**src/rtl/pc_fetch_unit_pkg.sv**
```systemverilog
// Shared types and constants for the PC/fetch sequencer.
package pc_fetch_unit_pkg;

   localparam logic [1:0]  ST_IDLE  = 2'd0;
   localparam logic [1:0]  ST_REQ   = 2'd1;
   localparam logic [1:0]  ST_HOLD  = 2'd2;
   localparam logic [1:0]  ST_DROP  = 2'd3;

   localparam logic [31:0] PC_STEP  = 32'd4;
   localparam logic [31:0] INST_NOP = 32'h0000_0013;

   typedef enum logic [1:0] {
      S_IDLE = ST_IDLE,
      S_REQ  = ST_REQ,
      S_HOLD = ST_HOLD,
      S_DROP = ST_DROP
   } fetch_state_e;

   typedef enum logic [1:0] {
      SEL_SEQ   = 2'd0,
      SEL_REDIR = 2'd1,
      SEL_PEND  = 2'd2
   } pc_sel_e;

endpackage

```
**src/rtl/pc_fetch_unit_if.sv**
```systemverilog
// Control, instruction-memory and decode handshake signals of the fetch unit.
interface pc_fetch_unit_if;
   logic        Stall;
   logic        Redirect;
   logic [31:0] Redirect_PC;
   logic        Imem_Req;
   logic [31:0] Imem_Addr;
   logic        Imem_Ack;
   logic [31:0] Imem_Rdata;
   logic        Inst_Valid;
   logic [31:0] Inst;
   logic [31:0] Inst_PC;
   logic        Inst_Ready;

   modport master (
      input  Stall, Redirect, Redirect_PC, Imem_Ack, Imem_Rdata, Inst_Ready,
      output Imem_Req, Imem_Addr, Inst_Valid, Inst, Inst_PC
   );

   modport slave (
      output Stall, Redirect, Redirect_PC, Imem_Ack, Imem_Rdata, Inst_Ready,
      input  Imem_Req, Imem_Addr, Inst_Valid, Inst, Inst_PC
   );
endinterface

```
**src/rtl/pc_fetch_unit_next_sel.sv**
```systemverilog
// Next-PC mux: sequential PC+4, redirect target or pending target, word aligned.
module pc_next_sel
   import pc_fetch_unit_pkg::*;
(
   input  logic [31:0] i_pc,
   input  logic [31:0] i_redirect_pc,
   input  logic [31:0] i_pend_pc,
   input  pc_sel_e     i_sel,
   output logic [31:0] o_pc_seq,
   output logic [31:0] o_pc_next
);

   logic [31:0] w_mux;

   assign o_pc_seq = i_pc + PC_STEP;

   always_comb begin
      w_mux = o_pc_seq;
      case (i_sel)
         SEL_REDIR: w_mux = i_redirect_pc;
         SEL_PEND:  w_mux = i_pend_pc;
         default:   w_mux = o_pc_seq;
      endcase
   end

   assign o_pc_next = {w_mux[31:2], 2'b00};

endmodule

```
**src/rtl/pc_fetch_unit.sv**
```systemverilog
// Architectural PC owner and single-outstanding instruction fetch sequencer.
module pc_fetch_unit
   import pc_fetch_unit_pkg::*;
#(
   parameter logic [31:0] RESET_PC = 32'h0000_0000
) (
   input  logic             CLK,
   input  logic             RST,
   pc_fetch_unit_if.master  bus
);

   fetch_state_e r_state;
   logic [31:0]  r_pc;
   logic [31:0]  r_pend_pc;
   logic         r_inst_vld;
   logic [31:0]  r_inst;
   logic [31:0]  r_inst_pc;

   pc_sel_e      w_sel;
   logic [31:0]  w_pc_seq;
   logic [31:0]  w_pc_next;
   fetch_state_e w_exit;

   // In S_DROP a fresh redirect overrides the stored target.
   always_comb begin
      w_sel = SEL_SEQ;
      if (r_state == S_DROP && !bus.Redirect) w_sel = SEL_PEND;
      else if (bus.Redirect)                  w_sel = SEL_REDIR;
   end

   assign w_exit = bus.Stall ? S_IDLE : S_REQ;

   pc_next_sel u_next_sel (
      .i_pc          (r_pc),
      .i_redirect_pc (bus.Redirect_PC),
      .i_pend_pc     (r_pend_pc),
      .i_sel         (w_sel),
      .o_pc_seq      (w_pc_seq),
      .o_pc_next     (w_pc_next)
   );

   always_ff @(posedge CLK or posedge RST) begin
      if (RST) begin
         r_state    <= S_IDLE;
         r_pc       <= RESET_PC;
         r_pend_pc  <= '0;
         r_inst_vld <= 1'b0;
         r_inst     <= '0;
         r_inst_pc  <= '0;
      end else begin
         case (r_state)
            S_IDLE: begin
               if (bus.Redirect) r_pc <= w_pc_next;
               if (!bus.Stall)   r_state <= S_REQ;
            end
            S_REQ: begin
               if (bus.Imem_Ack) begin
                  r_pc <= w_pc_next;
                  if (bus.Redirect) begin
                     r_state <= w_exit;
                  end else begin
                     r_inst     <= bus.Imem_Rdata;
                     r_inst_pc  <= r_pc;
                     r_inst_vld <= 1'b1;
                     r_state    <= S_HOLD;
                  end
               end else if (bus.Redirect) begin
                  // Address must stay put until the orphan request is acked.
                  r_pend_pc <= bus.Redirect_PC;
                  r_state   <= S_DROP;
               end
            end
            S_DROP: begin
               if (bus.Imem_Ack) begin
                  r_pc    <= w_pc_next;
                  r_state <= w_exit;
               end else if (bus.Redirect) begin
                  r_pend_pc <= bus.Redirect_PC;
               end
            end
            S_HOLD: begin
               if (bus.Redirect) begin
                  r_inst_vld <= 1'b0;
                  r_pc       <= w_pc_next;
                  r_state    <= w_exit;
               end else if (bus.Inst_Ready) begin
                  r_inst_vld <= 1'b0;
                  r_state    <= w_exit;
               end
            end
            default: r_state <= S_IDLE;
         endcase
      end
   end

   assign bus.Imem_Req   = (r_state == S_REQ) || (r_state == S_DROP);
   assign bus.Imem_Addr  = r_pc;
   assign bus.Inst_Valid = r_inst_vld;
   assign bus.Inst       = r_inst;
   assign bus.Inst_PC    = r_inst_pc;

   logic w_unused;
   assign w_unused = ^w_pc_seq;

endmodule

```
**src/flat_wrapper.sv**
```systemverilog
// flat-port wrapper written by rule: the top's interface ports become plain ports
module pc_fetch_unit_flat import pc_fetch_unit_pkg::*;
#(
   parameter logic [31:0] RESET_PC = 32'h0000_0000
)
  (CLK, RST, bus_Stall, bus_Redirect, bus_Redirect_PC, bus_Imem_Ack, bus_Imem_Rdata, bus_Inst_Ready, bus_Imem_Req, bus_Imem_Addr, bus_Inst_Valid, bus_Inst, bus_Inst_PC);
  pc_fetch_unit_if bus_i ();
  input  logic CLK;
  input  logic RST;
  input wire logic [$bits(bus_i.Stall)-1:0] bus_Stall;
  input wire logic [$bits(bus_i.Redirect)-1:0] bus_Redirect;
  input wire logic [$bits(bus_i.Redirect_PC)-1:0] bus_Redirect_PC;
  input wire logic [$bits(bus_i.Imem_Ack)-1:0] bus_Imem_Ack;
  input wire logic [$bits(bus_i.Imem_Rdata)-1:0] bus_Imem_Rdata;
  input wire logic [$bits(bus_i.Inst_Ready)-1:0] bus_Inst_Ready;
  output wire logic [$bits(bus_i.Imem_Req)-1:0] bus_Imem_Req;
  output wire logic [$bits(bus_i.Imem_Addr)-1:0] bus_Imem_Addr;
  output wire logic [$bits(bus_i.Inst_Valid)-1:0] bus_Inst_Valid;
  output wire logic [$bits(bus_i.Inst)-1:0] bus_Inst;
  output wire logic [$bits(bus_i.Inst_PC)-1:0] bus_Inst_PC;
  assign bus_i.Stall = bus_Stall;
  assign bus_i.Redirect = bus_Redirect;
  assign bus_i.Redirect_PC = bus_Redirect_PC;
  assign bus_i.Imem_Ack = bus_Imem_Ack;
  assign bus_i.Imem_Rdata = bus_Imem_Rdata;
  assign bus_i.Inst_Ready = bus_Inst_Ready;
  assign bus_Imem_Req = bus_i.Imem_Req;
  assign bus_Imem_Addr = bus_i.Imem_Addr;
  assign bus_Inst_Valid = bus_i.Inst_Valid;
  assign bus_Inst = bus_i.Inst;
  assign bus_Inst_PC = bus_i.Inst_PC;
  pc_fetch_unit #(.RESET_PC(RESET_PC)) u_core (.CLK(CLK), .RST(RST), .bus(bus_i));
endmodule
```
**config.mk**
```make
export PLATFORM = sky130hd
export DESIGN_NAME = pc_fetch_unit_flat
export DESIGN_NICKNAME = d
export VERILOG_FILES = /design/src/rtl/pc_fetch_unit_pkg.sv /design/src/rtl/pc_fetch_unit_if.sv /design/src/rtl/pc_fetch_unit_next_sel.sv /design/src/rtl/pc_fetch_unit.sv /design/src/flat_wrapper.sv
export SDC_FILE = /design/constraint.sdc
export NUM_CORES = 1
export LEC_CHECK = 0
export CORE_ASPECT_RATIO = 0.6
export CORE_MARGIN = 5
export CORE_UTILIZATION = 48
export CTS_CLUSTER_SIZE = 25
export DETAILED_ROUTE_END_ITERATION = 16
export PLACE_DENSITY = 0.81
export SYNTH_ARGS = -nofsm -noshare
export SYNTH_HDL_FRONTEND = slang
export SYNTH_SLANG_ARGS = --single-unit
```
**constraint.sdc**
```tcl
create_clock -name CLK -period 4.8 [get_ports CLK]
set_input_delay 0.96 -clock CLK [delete_from_list [all_inputs] [get_ports CLK]]
set_output_delay 0.96 -clock CLK [all_outputs]
set_load 0.02 [all_outputs]
```
Yosys cells after proc, flatten, opt, wreduce, memory -nomap -nowiden
Index checks and enable logic that the tools add are counted.

Register bits after elaboration: 131. Input bits: 70. Word-level logic and storage cells: 54. Output and inout bits: 98.

Multiplexer cells: 20. Bitwise operators: 2. Add/sub/neg operators: 1. Eq/ne operators: 13. Reduce and logical (&&, ||, !) cells: 12.

Operators by type and width (count): $pmux 32 s2 (2); $mux 32 (2); $add 32x3->32 const B (1); $mux 2 (8); $ne 2x2->1 const B (4); $pmux 2 s4 (1); $reduce_and 4->1 (2); $eq 2x2->1 const B (3); $mux 1 (6); $ne 3x3->1 const B (2); $reduce_and 3->1 (2); $eq 2x1->1 const B (2); $ne 2x1->1 const B (2); $reduce_or 2->1 (2); $logic_not 2->1 (1); $not 1->1 (2); $pmux 1 s2 (1); $reduce_and 2->1 (1); $reduce_bool 2->1 (1); $logic_and 1x1->1 (1); $logic_not 1->1 (1); $logic_or 1x1->1 (1).

Longest topological paths before layout
Gate-level depths: netlist of the first run.

Word-level depth: 7. Depth in mapped cells: 8. Depth with buffers taken out: 6.

By module
Synthesis of the first run repeated with hierarchy kept, for this count alone.

Cells, all modules: 503. Area total of the unflattened synthesis: 6478.7 um^2.

Modules (own cells, without submodules): pc_fetch_unit (area an instance 5119.9 um^2, times used 1, sequential area each 3278.1 um^2, cells each 291); pc_next_sel (area an instance 1358.8 um^2, times used 1, sequential area each 0.0 um^2, cells each 212).

Worst setup path after synthesis of the first run
No wires, ideal clock.

Path kind: input to register. From: input bus_Redirect. To: register u_core.r_pc[8] (netlist: u_core.bus.Imem_Addr[8]). Stages: 6. Slack: 2.544 ns. Arrival: 2.123 ns. Data required time: 4.667 ns. Library setup time: 0.133 ns. Buffers on the path: 3. Cells stage by stage: clkbuf_1 -> clkbuf_1 -> clkbuf_1 -> nor2_1 -> a211oi_1 -> o22ai_1.

Longest elaborated chain between the ends: 7. Elaborated cells between the ends (all ways): 12. Classes of those cells: eq/ne: 3; mux: 6; reduce/logical: 3.

Ends and longest elaborated chain: start: declaration (line flat_wrapper.sv:11) `input wire logic [$bits(bus_i.Redirect)-1:0] bus_Redirect;`; $logic_not 1->1 (line pc_fetch_unit.sv:27) `if (r_state == S_DROP && !bus.Redirect) w_sel = SEL_PEND;`; $logic_and 1x1->1 (line pc_fetch_unit.sv:27); $mux 2 (line pc_fetch_unit.sv:27); $eq 2x2->1 or $eq 2x1->1 (tied branches) (line pc_fetch_unit_next_sel.sv:19) `case (i_sel)`; $pmux 32 s2 (line pc_fetch_unit_next_sel.sv:19); $mux 32 (on tied branches); $pmux 32 s2 (line pc_fetch_unit.sv:51) `case (r_state)`; end signal: assignment (line pc_fetch_unit.sv:53) `if (bus.Redirect) r_pc <= w_pc_next;`; end signal: assignment (line pc_fetch_unit.sv:58) `r_pc <= w_pc_next;`; end signal: assignment (line pc_fetch_unit.sv:84) `r_pc <= w_pc_next;`; end: declaration (line pc_fetch_unit.sv:13) `logic [31:0] r_pc;`.

Several ways; a longest one is shown, not always the timed one. The select of a mux whose other input is x is not followed. A chain may end at the register's enable or synchronous reset.

Final worst setup path of the first run
From: input bus_Imem_Ack. To: register u_core.r_pc[20] (netlist: u_core.bus.Imem_Addr[20]).

Longest elaborated chain between the ends: 2.

Ends and longest elaborated chain: start: declaration (line flat_wrapper.sv:13) `input wire logic [$bits(bus_i.Imem_Ack)-1:0] bus_Imem_Ack;`; $ne 2x1->1 (no source line); $reduce_and 2->1 (no source line); end signal: assignment (line pc_fetch_unit.sv:53); end signal: assignment (line pc_fetch_unit.sv:58); end signal: assignment (line pc_fetch_unit.sv:75) `r_pc <= w_pc_next;`.

Every way passes these cells.

==> flow_summary.ini, run 1 <==
[timing]
fin_skew_ns = 0.00959
slew_headroom_pct = 7.96
tightest_slew_ns = 1.35
slew_violations = 0
timing.hold.ws_ns = 0.470
post-route-min-period_ns = 2.91
rsz0062_at_grt = false
max_clock_freq_mhz = 344
period_share_pct = 60.6
setup_viol = 0
setup-tns-final_ns = 0
final_hold_viol_count = 0

[logic_synthesis]
synth_top_family_by_area = simple AND/OR/NAND/NOR gates
netlist-cell-type-count = 53
syn_area_per_cell_um2 = 9.08
yosysTopAreaCellShare_pct = 53.3
async_reset_ff_share_pct = 100
synth_area_um2 = 5870
postSynthCellCount = 646
synth.largest_area_cell = dfrtp_1
synth_mux_area_share_pct = 6.12
ys_seq_area_share_pct = 53.3
yosysMostFrequentCell = nand2_1
synth_compound_area_share_pct = 13.0
synth_ff_type = dfrtp_1
synthSimpleGateAreaFrac_pct = 23.4
yosys.area_share.xor_xnor_pct = 0
ys_warn_count = 0
ys_top_cells_by_count = nand2_1, dfrtp_1, o21ai_0
synth_edf_count = 0
synthAdderAreaFrac_pct = 0.213
synthTopCellsByArea = dfrtp_1, nand2_1, mux2_2, o21ai_0, a21oi_1
ys_ff_latch = 125

[placed_design]
gp_congestion = 0.908
place_inst = 939
dpl.hpwl_mm = 12.5
portBuffers = 161
post_dp_cell_area_um2 = 7600

[global_route]
overflow = 0
grt_max_degree = 68
antenna_found_initial = 0
grt_util_all_layers_pct = 24.6
grt_pass1_vias = 5449
grt_pass1_wl_mm = 28.5

[final_layout]
fin_cells = 970
utilization_pct = 68.8
area_growth_pct = 41.0
finalInstanceArea_um2 = 8270
nets = 864
drive_above_1_share_pct = 10.1
num_antenna_cells = 0

[die]
coreArea_um2 = 12000
dieWidth_um = 153
io_pins = 168
dieArea_um2 = 14600
row_count = 31
die_h_um = 95.6
initial_core_util_pct = 48.8

[cts]
cts.sinks = 125
post_cts_buffers = 0
insertion_delay_ns = 0.41
clk_root_buffer_cell = clkbuf_16
post_cts_resized = 0
tritoncts = yes
cts-htree-levels = 4
clock_path_buffers = 2
path_clk_slew_ns = 0.06
ctsHoldBuffers = 0
cts_buffers = 17

[detailed_routing]
drc = 0
via_count = 5535
viasPerCell = 5.71
first_iter_violations = 558
routed_wl_mm = 17.9
firstDrtPassIters = 5
avgRoutedWirePerCell_um = 18.5
ant_nets = 0

[worst_setup_path]
cp-startpoint = bus_Imem_Ack
critPathKind = primary input to flop
crit_arrival_ns = 3.20
critPathMaxFanout = 23
endpoint_kind = flop
rr_startpoint = u_core.r_state[0]
crit_path_start_kind = primary input
worstPathRequired_ns = 5.10

[power_and_ir_drop]
power_density_nw_per_um2 = 541
ir_worst_vdd_v = 0.000271
leakagePower_nw = 3.62

[run_status]
status = finished, final reports clean

[hold_path]
hp-class = flop to flop
min-delay-start = u_core.bus.Inst_PC[31]

[run]
maxCapViolations = 0
[cells in the final DEF (no fill, tap or decap), types with 4 or more instances in the layout]
master / count
nor2_1: 24
clkbuf_16: 17
mux2_2: 31
dfrtp_1: 125
buf_4: 8
clkdlybuf4s50_1: 160
nor3_1: 10
nand3_1: 17
inv_1: 9
nand2b_1: 4
o211ai_1: 5
bufinv_16: 6
a41oi_1: 4
a221o_1: 6
o311ai_0: 5
nor3b_1: 5
and3_1: 7
o22ai_1: 4
a31oi_1: 4
conb_1: 4
nand4_1: 9
a21oi_1: 29
o21ai_0: 42
nand2_1: 216
[critical path, stage by stage]
cell,delay [ns]
clkdlybuf4s50_1,0.52
mux2i_2,1.09
buf_4,0.36
a21oi_1,0.07
o22a_1,0.20
[layout make-up]
type	instances	area, um^2
Clock inverter	14	243
Fill cell	917	3760
Multi-Input combinational cell	469	2540
Clock buffer	17	425
Timing Repair Buffer	170	1690
Sequential cell	125	3130
Inverter	10	40.0
Tap cell	165	206
[flip-flops by register name (all words and copies together) (netlist names)]
| name | flops |
|---|---|
| u_core.bus.Imem_Addr | 30 |
| u_core.bus.Inst | 32 |
| u_core.bus.Inst_PC | 30 |
| u_core.bus.Inst_Valid | 1 |
| u_core.r_pend_pc | 30 |
| u_core.r_state | 2 |
[cell families after synthesis]
family | Yosys count
DFF | 125
buffers and inverters | 55
muxes | 32
adders and majority gates | 1
AOI/OAI and AO/OA | 120
other | 1
and+or+nand+nor | 312
[power by group]
group	total, mW	leakage [nW]	switching (mW)	internal, mW
combinational	1.40	1.78	0.740	0.655
clock	1.45	0.316	0.481	0.973
sequential	1.62	1.53	0.264	1.36
[layer usage]
| layer | up-vias | wire length (um) | track usage, % |
|---|---|---|---|
| met5 | - | 0 | 0 |
| met4 | 0 | 209 | 7.41 |
| met3 | 24 | 1780 | 6.49 |
| met2 | 281 | 8170 | 38.0 |
| met1 | 2713 | 7750 | 34.3 |
| li1 | 2517 | - | - |
[worst paths after layout]
| kind | end | slack (ns) | cells past startpoint |
|---|---|---|---|
| max in group asynchronous | u_core.bus.Imem_Addr[30] | 2.95 | 3 |
| worst max-delay path | u_core.bus.Imem_Addr[20] | 1.89 | 5 |
| worst max register to register | u_core.bus.Imem_Addr[18] | 2.11 | 6 |
| min in group asynchronous | u_core.bus.Inst[10] | 1.02 | 2 |
| worst min register to register | u_core.bus.Inst_PC[31] | 0.47 | 2 |
| worst min-delay path | u_core.bus.Inst_PC[31] | 0.47 | 2 |
[through the flow]
step,total power [mW],setup slack [ns]
floorplan,2.29,0.512
CTS,4.49,2.00
global placement,2.96,1.67
global route,4.68,1.84
detailed placement,3.02,1.58
finish,4.47,1.89
Power figures use the tool's default switching activity.
==> run 2, diff against run 1 <==
--- a/config.mk
+++ b/config.mk
@@ -7,10 +7,10 @@
 export LEC_CHECK = 0
 export CORE_ASPECT_RATIO = 0.6
 export CORE_MARGIN = 5
-export CORE_UTILIZATION = 48
+export CORE_UTILIZATION = 43
 export CTS_CLUSTER_SIZE = 25
 export DETAILED_ROUTE_END_ITERATION = 16
-export PLACE_DENSITY = 0.81
+export PLACE_DENSITY = 0.76
 export SYNTH_ARGS = -nofsm -noshare
 export SYNTH_HDL_FRONTEND = slang
 export SYNTH_SLANG_ARGS = --single-unit
==> constraint.sdc (replaced) <==
create_clock -name CLK -period 2.5 [get_ports CLK]
set_input_delay 0.5 -clock CLK [delete_from_list [all_inputs] [get_ports CLK]]
set_output_delay 0.5 -clock CLK [all_outputs]
set_load 0.02 [all_outputs]
==> run 2 against run 1 <==
Die area is 11% higher. First-iteration DRC count is 12% lower. Clock-buffer cell count is 2 higher.
==> flow_summary.ini, run 2 (same netlist as run 1, synthesis figures left out) <==
[final_layout]
num_antenna_cells = 0
fin_cells = 999
layout_common_cells = nand2_1, clkdlybuf4s50_1, dfrtp_1, o21ai_0, mux2_2
final_common_cell = nand2_1
largest_register_ffs = 32
area_growth_pct = 42.9
nets = 883
drive_above_1_share_pct = 12.1

[cts]
post_cts_buffers = 0
insertion_delay_ns = 0.41
clock_path_buffers = 2
tritoncts = yes
clk_root_buffer_cell = clkbuf_16
ctsHoldBuffers = 0
path_clk_slew_ns = 0.05
post_cts_resized = 0
cts.sinks = 125
cts_buffers = 17
cts-htree-levels = 4

[die]
die_h_um = 100
row_count = 33
dieArea_um2 = 16200
coreArea_um2 = 13500
dieWidth_um = 161
io_pins = 168
initial_core_util_pct = 43.4

[detailed_routing]
viasPerCell = 5.45
ant_nets = 0
drc = 0
firstDrtPassIters = 5
first_iter_violations = 491
avgRoutedWirePerCell_um = 17.8
routed_wl_mm = 17.8
via_count = 5447

[timing]
post-route-min-period_ns = 2.17
period_share_pct = 86.8
tightest_slew_ns = 0.627
final_hold_viol_count = 0
setup-tns-final_ns = 0
rsz0062_at_grt = false
fin_skew_ns = 0.00642
max_clock_freq_mhz = 461
slew_violations = 0
slew_headroom_pct = 57.8
setup_viol = 0

[worst_setup_path]
crit_path_max_incr_delay_ns = 0.51
worst_path_max_delay_cell = nor2_1
crit_chain = ha_1 > nand3_1 > nor2_1 > nand4_1 > o311ai_0
endpoint_kind = flop
crit_arrival_ns = 2.44
critPathKind = flop to flop
worstPathRequired_ns = 2.77
critPathMaxFanout = 8
crit_path_start_kind = flop

[run_status]
status = finished, final reports clean

[power_and_ir_drop]
ir_worst_vdd_v = 0.000559
power_frac_clock_pct = 29.0
switching_share_pct = 34.1
p_int_mw = 5.40
power_density_nw_per_um2 = 978
leakagePower_nw = 3.69
switchingPower_mw = 2.80
comb_power_share_pct = 33.2
pwr-share-seq_pct = 37.8

[run]
maxCapViolations = 0

[global_route]
grt_pass1_vias = 5502
grt_max_degree = 39
antenna_found_initial = 0
grt_pass1_wl_mm = 29.0
grt_util_all_layers_pct = 22.6
overflow = 0

[placed_design]
place_inst = 968
portBuffers = 161
gp_congestion = 0.897
dpl.hpwl_mm = 12.9

[hold_path]
hp-class = flop to flop
run 2: cell count changes in the layout (fill, tap and decap cells not counted), sizes merged:
cell      delta
buf         +19
bufinv       -4
clkbuf       +2
clkinv       +3
clkinvlp     +1
inv          -2
run 2: power by group through the flow:
stage	clock network (mW)	registers [mW]	logic (mW)
6_report	2.38	3.10	2.72
5_1_grt	2.51	3.18	2.94
4_1_cts	2.41	3.09	2.75
3_5_place_dp	0	3.12	2.74
3_3_place_gp	0	3.07	2.67
2_1_floorplan	0	3.57	0.832
run 2: layout make-up:
cell class | instances | area, um^2
Fill cell | 1103 | 5120
Sequential cell | 125 | 3130
Multi-Input combinational cell | 469 | 2540
Timing Repair Buffer | 189 | 1880
Clock buffer | 19 | 453
Tap cell | 175 | 219
Clock inverter | 12 | 121
Inverter | 10 | 41.3
run 2: worst paths after layout:
| check | end | cells past startpoint | startpoint | slack (ns) |
|---|---|---|---|---|
| setup reg to reg | u_core.bus.Imem_Addr[24] | 5 | u_core.bus.Imem_Addr[3] | 0.33 |
| hold reg to reg | u_core.bus.Inst_PC[9] | 2 | u_core.bus.Inst_PC[9] | 0.47 |
| max in group asynchronous | u_core.bus.Inst[20] | 3 | RST | 1.32 |
| setup / recovery | u_core.bus.Imem_Addr[24] | 5 | u_core.bus.Imem_Addr[3] | 0.33 |
| min in group asynchronous | u_core.bus.Inst[12] | 2 | RST | 0.52 |
| hold / removal | u_core.bus.Inst_PC[9] | 2 | u_core.bus.Inst_PC[9] | 0.47 |
run 2: per-stage QoR:
stage / util [%] / cell area (um^2) / hold WS [ns] / worst slack [ns] / power (mW)
after floorplan: - / 5880 / 0.471 / 0.461 / 4.40
after global placement: 57.8 / 7810 / 0.456 / 0.269 / 5.74
after detailed placement: 57.8 / 7810 / 0.464 / 0.119 / 5.85
after CTS: 62.1 / 8380 / 0.476 / 0.370 / 8.25
after global routing: 62.1 / 8380 / 0.499 / 0.0879 / 8.63
final: 62.1 / 8380 / 0.473 / 0.330 / 8.20
run 2: critical path, delay by kind of cell (launching register included):
| kind | cells | cell delay [ns] |
|---|---|---|
| DFF | 1 | 0.47 |
| adders and majority gates | 1 | 0.28 |
| AOI/OAI and AO/OA | 1 | 0.37 |
| and+or+nand+nor | 3 | 0.91 |
run 2: metal layers:
layer | track usage (%) | part of all wire [%] | vias to the layer above
met1 | 31.6 | 44 | 2625
met4 | 6.23 | 1.3 | 0
met5 | 0 | 0 | -
met2 | 34.4 | 45 | 248
li1 | - | - | 2554
met3 | 7.19 | 9.9 | 20
